--- config.mk ---
export PLATFORM = sky130hd
export DESIGN_NAME = chan_mode_pipe
export DESIGN_NICKNAME = d
export VERILOG_FILES = /design/src/rtl/chan_mode_pipe_pkg.sv /design/src/rtl/chan_mode_pipe_skid_buf.sv /design/src/rtl/chan_mode_pipe.sv
export SDC_FILE = /design/constraint.sdc
export NUM_CORES = 1
export LEC_CHECK = 0
export CAP_MARGIN = 20
export CORE_ASPECT_RATIO = 1.25
export CORE_UTILIZATION = 55
export DETAILED_ROUTE_END_ITERATION = 8
export DONT_BUFFER_PORTS = 1
export HOLD_SLACK_MARGIN = 0.1
export PLACE_DENSITY = 0.73
export SLEW_MARGIN = 20
export SYNTH_ARGS = -nofsm -noshare
export SYNTH_HDL_FRONTEND = slang
export SYNTH_HIERARCHICAL = 1
export SYNTH_SLANG_ARGS = --single-unit
--- constraint.sdc ---
create_clock -name clk -period 1.4 [get_ports clk]
set_input_delay 0.21 -clock clk [delete_from_list [all_inputs] [get_ports clk]]
set_output_delay 0.21 -clock clk [all_outputs]
set_load 0.005 [all_outputs]
--- src/rtl/chan_mode_pipe_pkg.sv ---
// Shared types and the per-lane transform for chan_mode_pipe.
//   mode_t     : 2-bit per-channel transform mode.
//   lane_t     : widest lane the transform helper handles (LANE_MAX_W bits).
//   apply_mode : returns the transformed lane for a given mode, input and hold value.
package chan_mode_pkg;

  // Lanes wider than this are not supported by apply_mode.
  localparam int LANE_MAX_W = 64;

  typedef enum logic [1:0] {
    MODE_PASS   = 2'd0,
    MODE_INVERT = 2'd1,
    MODE_ZERO   = 2'd2,
    MODE_HOLD   = 2'd3
  } mode_t;

  typedef logic [LANE_MAX_W-1:0] lane_t;

  // Callers zero-extend narrower lanes into lane_t and truncate the result
  // back; inverting the extension bits is harmless because they are dropped.
  function automatic lane_t apply_mode(input mode_t mode, input lane_t data,
                                       input lane_t hold);
    lane_t res;
    case (mode)
      MODE_PASS:   res = data;
      MODE_INVERT: res = ~data;
      MODE_ZERO:   res = '0;
      MODE_HOLD:   res = hold;
      default:     res = data;
    endcase
    return res;
  endfunction

endpackage

--- src/rtl/chan_mode_pipe_skid_buf.sv ---
// Generic 2-entry valid/ready buffer: one output register plus one skid register.
//   clk, rst_n          : clock, async active-low reset
//   in_valid/in_ready   : producer handshake; in_ready is registered (!skid full)
//   in_data             : beat to store
//   out_valid/out_ready : consumer handshake
//   out_data            : output register contents, stable while stalled
module skid_buf #(
  parameter int WIDTH = 8
) (
  input  logic             clk,
  input  logic             rst_n,
  input  logic             in_valid,
  output logic             in_ready,
  input  logic [WIDTH-1:0] in_data,
  output logic             out_valid,
  input  logic             out_ready,
  output logic [WIDTH-1:0] out_data
);

  logic             out_valid_q, out_valid_d;
  logic [WIDTH-1:0] out_data_q, out_data_d;
  logic             skid_valid_q, skid_valid_d;
  logic [WIDTH-1:0] skid_data_q, skid_data_d;
  logic             ready_q, ready_d;
  logic             accept, present;

  assign accept  = in_valid && ready_q;
  assign present = out_valid_q && out_ready;

  // NOTE: every always_comb output gets a default first, so no path leaves it
  // unassigned and no latch is inferred.
  always_comb begin
    out_valid_d  = out_valid_q;
    out_data_d   = out_data_q;
    skid_valid_d = skid_valid_q;
    skid_data_d  = skid_data_q;

    if (present) begin
      if (skid_valid_q) begin
        out_data_d   = skid_data_q;
        skid_valid_d = 1'b0;
      end else begin
        out_valid_d = 1'b0;
      end
    end

    // An accept only happens with the skid empty (ready_q tracks !skid_full).
    // It lands in the output register if that is empty or draining this edge.
    if (accept) begin
      if (!out_valid_d) begin
        out_valid_d = 1'b1;
        out_data_d  = in_data;
      end else begin
        skid_valid_d = 1'b1;
        skid_data_d  = in_data;
      end
    end

    ready_d = !skid_valid_d;
  end

  // NOTE: sequential state uses non-blocking assignments so every register
  // samples the pre-edge values regardless of statement order.
  // Data registers are reset too so out_data reads 0 straight out of reset.
  always_ff @(posedge clk or negedge rst_n) begin
    if (!rst_n) begin
      out_valid_q  <= 1'b0;
      out_data_q   <= '0;
      skid_valid_q <= 1'b0;
      skid_data_q  <= '0;
      ready_q      <= 1'b0;
    end else begin
      out_valid_q  <= out_valid_d;
      out_data_q   <= out_data_d;
      skid_valid_q <= skid_valid_d;
      skid_data_q  <= skid_data_d;
      ready_q      <= ready_d;
    end
  end

  assign in_ready  = ready_q;
  assign out_valid = out_valid_q;
  assign out_data  = out_data_q;

endmodule

--- src/rtl/chan_mode_pipe.sv ---
// Multi-channel mode pipe: applies a runtime-programmable transform to each of
// CHANNELS lanes and passes the beat through a skid-buffered valid/ready stage.
//   clk, rst_n                   : clock, async active-low reset
//   cfg_we, cfg_chan, cfg_mode   : mode write port (cfg_chan >= CHANNELS ignored)
//   mode_q                       : current modes, lane c at [2c+1:2c]
//   in_valid, in_ready, in_data  : producer stream, lane c at [c*WIDTH +: WIDTH]
//   out_valid, out_ready, out_data : consumer stream, same packing, latency 1
module chan_mode_pipe
  import chan_mode_pkg::*;
#(
  parameter int    WIDTH        = 8,
  parameter int    CHANNELS     = 4,
  parameter mode_t DEFAULT_MODE = MODE_PASS,
  localparam int   CHAN_W       = (CHANNELS > 1) ? $clog2(CHANNELS) : 1
) (
  input  logic                      clk,
  input  logic                      rst_n,
  input  logic                      cfg_we,
  input  logic [CHAN_W-1:0]         cfg_chan,
  input  logic [1:0]                cfg_mode,
  output logic [2*CHANNELS-1:0]     mode_q,
  input  logic                      in_valid,
  output logic                      in_ready,
  input  logic [CHANNELS*WIDTH-1:0] in_data,
  output logic                      out_valid,
  input  logic                      out_ready,
  output logic [CHANNELS*WIDTH-1:0] out_data
);

  logic                      accept;
  logic [CHANNELS*WIDTH-1:0] xform_data;

  assign accept = in_valid && in_ready;

  for (genvar c = 0; c < CHANNELS; c++) begin : g_lane
    mode_t            mode_lane_q;
    logic [WIDTH-1:0] hold_q;
    logic [WIDTH-1:0] lane_xf;

    // Uses the mode from before any same-cycle cfg write, so a write never
    // affects the beat accepted on the same edge.
    assign lane_xf = WIDTH'(apply_mode(mode_lane_q,
                                       lane_t'(in_data[c*WIDTH +: WIDTH]),
                                       lane_t'(hold_q)));

    // In HOLD mode lane_xf equals hold_q, so the register keeps its value.
    always_ff @(posedge clk or negedge rst_n) begin
      if (!rst_n) begin
        hold_q <= '0;
      end else if (accept) begin
        hold_q <= lane_xf;
      end
    end

    // Out-of-range cfg_chan values match no lane and are dropped.
    always_ff @(posedge clk or negedge rst_n) begin
      if (!rst_n) begin
        mode_lane_q <= DEFAULT_MODE;
      end else if (cfg_we && (cfg_chan == CHAN_W'(c))) begin
        mode_lane_q <= mode_t'(cfg_mode);
      end
    end

    assign mode_q[2*c +: 2]               = mode_lane_q;
    assign xform_data[c*WIDTH +: WIDTH]   = lane_xf;
  end

  skid_buf #(
    .WIDTH(CHANNELS * WIDTH)
  ) u_skid (
    .clk      (clk),
    .rst_n    (rst_n),
    .in_valid (in_valid),
    .in_ready (in_ready),
    .in_data  (xform_data),
    .out_valid(out_valid),
    .out_ready(out_ready),
    .out_data (out_data)
  );

endmodule

# Word level (Yosys, flattened, before mapping)
# Cells that the tools add are included.
# classes
eq_ne,15
muxes,14
bitwise,4
n_reduce_logical,13
# ops
cell,n
32-bit two-way mux,4
8-bit one-hot mux with 4 select lines,4
8-bit NOT,4
2-bit == test (second input constant),10
2-bit by 1-bit == test with 1-bit output (second input constant),5
2-bit zero test,5
1-bit logical AND,6
1-bit two-way mux,6
2-bit AND reduction,1
1-bit zero test,1
# word_totals
reg_bits,107
inputBits,41
output_inout_bits,42
wordCells,59

# Logic depth before layout (Yosys ltp)
# logic_depth
word_depth,5
ltp_mapped,6
ltp_nobuf,4

# Hierarchy
# Netlist, hierarchy kept.
# by_module_without_submodules
module,instances,cells_each,area_per_inst_um2,seq_area_each_um2
skid_buf,1,188,2920.3,1676.6
chan_mode_pipe,1,229,2302.2,1001.0

# Least setup slack after synthesis
# Ideal clock, no wire load.
# synth_path
kind,reg2reg
startpoint,register g_lane[1].mode_lane_q[0]
endpoint,register g_lane[1].hold_q[0]
setup_ns,0.130
arrival_ns,1.260
t_required_ns,1.270
slack_ns,0.009
path_stages_with_launch,7
n_path_buf,3
period_less_slack_ns,1.391
cell_sequence,dfrtp_1 buf_6 and2_4 buf_6 or2_0 buf_6 o2bb2ai_1
# synth_between
elab_chain_len,2
elab_cells_between_ends,5
cone_classes,eq/ne (3); mux (1); reduce/logical (1)
# synth_rtl
element,line_no,text
from (decl),chan_mode_pipe.sv:36,mode_t mode_lane_q;
from (signal assigned),chan_mode_pipe.sv:60,mode_lane_q <= mode_t'(cfg_mode);
"2-bit == test, or another cell as far along",chan_mode_pipe_pkg.sv:24,case (mode)
8-bit one-hot mux with 4 select lines (*),chan_mode_pipe_pkg.sv:24,
to (signal assigned),chan_mode_pipe.sv:51,hold_q <= lane_xf;
to (decl),chan_mode_pipe.sv:37,logic [WIDTH-1:0] hold_q;
# Mark *: on every way between the ends. The rest lies on a longest branch, timed or not.
# A chain may end at the register's enable or synchronous reset.

# Worst setup path in the final report
# layout_path
startpoint,register g_lane[0].mode_lane_q[0]
endpoint,"register u_skid.out_data_q[5], in the netlist u_skid/out_data[5]"
# layout_between
elab_chain_len,4
elab_cells_between_ends,7
cone_classes,eq/ne (3); mux (3); reduce/logical (1)
# layout_rtl
element,line_no,text
from (decl),chan_mode_pipe.sv:36,
from (signal assigned),chan_mode_pipe.sv:60,
"2-bit == test, or another cell as far along",chan_mode_pipe_pkg.sv:24,
8-bit one-hot mux with 4 select lines (*),chan_mode_pipe_pkg.sv:24,
net g_lane[0].lane_xf[5],chan_mode_pipe.sv:38,logic [WIDTH-1:0] lane_xf;
32-bit two-way mux (*),chan_mode_pipe_skid_buf.sv:50,if (!out_valid_d) begin
32-bit two-way mux (*),chan_mode_pipe_skid_buf.sv:49,if (accept) begin
net u_skid.out_data_d[5],chan_mode_pipe_skid_buf.sv:21,"logic [WIDTH-1:0] out_data_q, out_data_d;"
to (signal assigned),chan_mode_pipe_skid_buf.sv:74,out_data_q <= out_data_d;
to (decl),chan_mode_pipe_skid_buf.sv:21,
# Mark *: on every way through the listed nets, which the timed path passes. The rest lies on a longest branch.

==> flow_metrics.tcl <==
set metrics [dict create \
    status "finished with violations" \
    violations "negative hold slack, negative setup slack" \
    finalCriticalPeriod_ns 1.42 \
    worstSetupEndpointType "flip-flop" \
    critPathCapture "u_skid/out_data[5]$_DFF_PN0_" \
    fp.dieW_microns 89.2 \
    drtIter0Drc 198 \
    r2r_end "u_skid/out_data[5]$_DFF_PN0_" \
    pwr-share-comb_pct 38.6 \
    r2r_cells 3 \
    slew_viol_final 0 \
    r2r-start "g_lane[0].mode_lane_q[0]$_DFFE_PN0P_" \
    port-buffer-count 0 \
    power.density_nw_per_um2 2040 \
    intPower_uw 8650 \
    startpoint_type "flip-flop" \
    dr.pass1.iters 4 \
    worst_slew_pin_slew_ns 0.431 \
    clk_pin_slew_ns 0.06 \
    fin_cells 598 \
    grt_antenna_before_repair 0 \
    clock_latency_ns 0.34 \
    path_max_fanout 10 \
    layout_setup_ws_ns -0.0170 \
    synth-seq-cells 107 \
    grt_start_max_net_pins 108 \
    switching_share_pct 32.1 \
    root_buffer "clkbuf_16" \
    start_util_pct 56.9 \
    hold_viol 107 \
    reg2reg_slack_ns -0.02 \
    drive_gt1_share_pct 34.5 \
    critPathKind "flip-flop to flip-flop" \
    grt_use_total_pct 25.3 \
    yosysWarnings 6 \
    worstPathRequired_ns 1.63 \
    grt_overflow 0 \
    setup_viol 5 \
    min_period_over_period_pct 101 \
    core_sq_um 9170 \
    fin_area_sq_um 6240 \
    n_antenna_cell 0 \
    ant_nets 0 \
    yosysUniqueCellTypes 33 \
    cts_tree "yes" \
    wire_per_inst_microns 20.1 \
    min_path_type "primary input to asynchronous set/reset pin" \
    seq_power_share_pct 43.9 \
    drv_cap 0 \
    io_pins 83 \
    mostFrequentLayoutCells "103 x dfrtp_1, 33 x nand2_1, 33 x buf_4" \
    p_sw_uw 4090 \
    grt_setup_unrepaired "true" \
    vias_per_cell 6.02 \
    crit_path_start "g_lane[0].mode_lane_q[0]$_DFFE_PN0P_" \
    syn_nets 458 \
    h-tree-depth 3 \
    totalPowerFinal_uw 12700 \
    grt_first_pass_wirelength_mm 19.0 \
    synth_area_per_cell_sq_um 12.5 \
    fin_nets 513 \
    layout_commonest_cell "dfrtp_1" \
    placed_cell_area_sq_um 5470 \
    globalplace.congestion 0.814 \
    die-height_microns 111 \
    netlist.area_leader.share_pct 51.3 \
    drcViolationCount 0 \
    syn_to_final_growth_pct 19.5 \
    dp_hpwl_mm 7.79 \
    synth_top_area_cell "dfrtp_1" \
    ir_drop_uv 930 \
    die_area_sq_um 9890 \
    clkPwrFrac_pct 17.5 \
    cp_data_arrival_time_ns 1.65 \
    synth_cells 417 \
    clock_skew_ns 0.00492 \
    synth_area_sq_um 5220 \
    place_ws_ns -0.132 \
    power_leakage_uw 0.00270 \
    wl_mm 12.0 \
    slew_headroom_pct 71.0 \
    dp.cells 547 \
    fmax_ghz 0.706 \
    cts_buffer_depth 2 \
    numCtsBuffers 9 \
    cts_sinks 107 \
    fill_cells 690 \
    holdWs_ns -0.444 \
    dr_total_vias 3599 \
    rows 39 \
    grt_pass1_vias 3680 \
    ys_top_cells_by_area "dfrtp_1 51%, mux2_4 8.0%, o221a_2 6.9%, xnor2_1 4.0%, or2_0 4.0%" \
    synth-seq-area-share_pct 51.3 \
]
## kinds of logic (layout without fill, tap and decap cells)
logic type | count (synthesis) | in the layout | synth area share (%)
compound gates | 117 | 117 | 18.6
xor+xnor | 24 | 24 | 4.02
buf+inv | 34 | 92 | 5.13
flops | 107 | 107 | 51.3
mux | 40 | 40 | 10.6
simple gates | 95 | 95 | 10.4
## power groups by stage
stage,registers [uW],logic [uW],clock network [uW]
after CTS,5570,4600,2280
after floorplan,5250,3610,0
after global routing,5750,5290,2400
final,5590,4910,2240
after detailed placement,5590,4480,0
after global placement,5540,4320,0
## sequential cells by signal, summed over array words and instances (netlist names)
register,cells
g_lane.mode_lane_q,8
g_lane.hold_q,32
u_skid/out_valid,1
u_skid/in_ready,1
u_skid/skid_valid_q,1
u_skid/out_data,32
u_skid/skid_data_q,32
## metal layers
layer | track usage, % | part of all wire [%]
met1 | 34.7 | 44
met2 | 38.9 | 49
met3 | 5.36 | 4.9
met4 | 10.4 | 2.0
met5 | 0 | 0
## critical path, stage by stage (launching register included)
cell and delay, ns:
dfrtp_2 0.51, xnor2_1 0.27, o21ai_0 0.20, o221a_2 0.33
## per-stage QoR
step / setup TNS, ns / util (%)
final: -0.0281 / 68.0
after global routing: -0.981 / 68.0
after CTS: 0 / 65.8
after detailed placement: -2.71 / 59.6
after global placement: -0.520 / 59.6
after floorplan: 0 / -
## worst min-delay path by stage
stage / from / end / slack (ns) / cells after the start
floorplan: rst_n / g_lane[0].hold_q[0]$_DFFE_PN0P_ / -0.09 / 0
finish: rst_n / u_skid/skid_data_q[18]$_DFFE_PN0P_ / -0.44 / 0
global route: rst_n / u_skid/out_data[13]$_DFF_PN0_ / -0.46 / 0
global placement: rst_n / u_skid/out_data[18]$_DFF_PN0_ / -0.08 / 0
CTS: rst_n / g_lane[2].mode_lane_q[0]$_DFFE_PN0P_ / -0.45 / 0
detailed placement: rst_n / u_skid/skid_data_q[18]$_DFFE_PN0P_ / -0.08 / 0
## synth_stat cells (all sizes together)
| master | number |
|---|---|
| o2bb2ai | 24 |
| o221a | 32 |
| a22oi | 1 |
| inv | 2 |
| nor2b | 1 |
| nor3b | 1 |
| or2 | 38 |
| nor2 | 1 |
| nand3b | 4 |
| o21ai | 42 |
| nor3 | 1 |
| dfrtp | 107 |
| a221o | 8 |
| clkbuf | 12 |
| o21bai | 1 |
| nand2 | 34 |
| a22o | 8 |
| and2 | 13 |
| mux2 | 40 |
| nand3 | 2 |
| a21oi | 1 |
| buf | 20 |
| xnor2 | 24 |
## repair_timing
| action | CTS | global route |
|---|---|---|
| pin swaps | 0 | 10 |
| endpoints found under the setup margin | 73 | 84 |
| endpoints found under the hold margin | 142 | 108 |
| cloned | 0 | 1 |
| buffers inserted | 1 | 5 |
| gates resized for setup | 8 | 44 |
| hold buffers | 29 | 1 |
## final cells by class
| type | count | area [sq um] | area share [%] |
|---|---|---|---|
| inverters | 2 | 7.51 | 0.120 |
| multi-input cells | 276 | 2400 | 38.5 |
| flip-flops and latches | 107 | 2680 | 43.0 |
| well taps | 123 | 154 | 2.47 |
| clock buffers | 14 | 244 | 3.91 |
| repair buffers | 76 | 752 | 12.0 |
(Power assumes the default switching activity.)
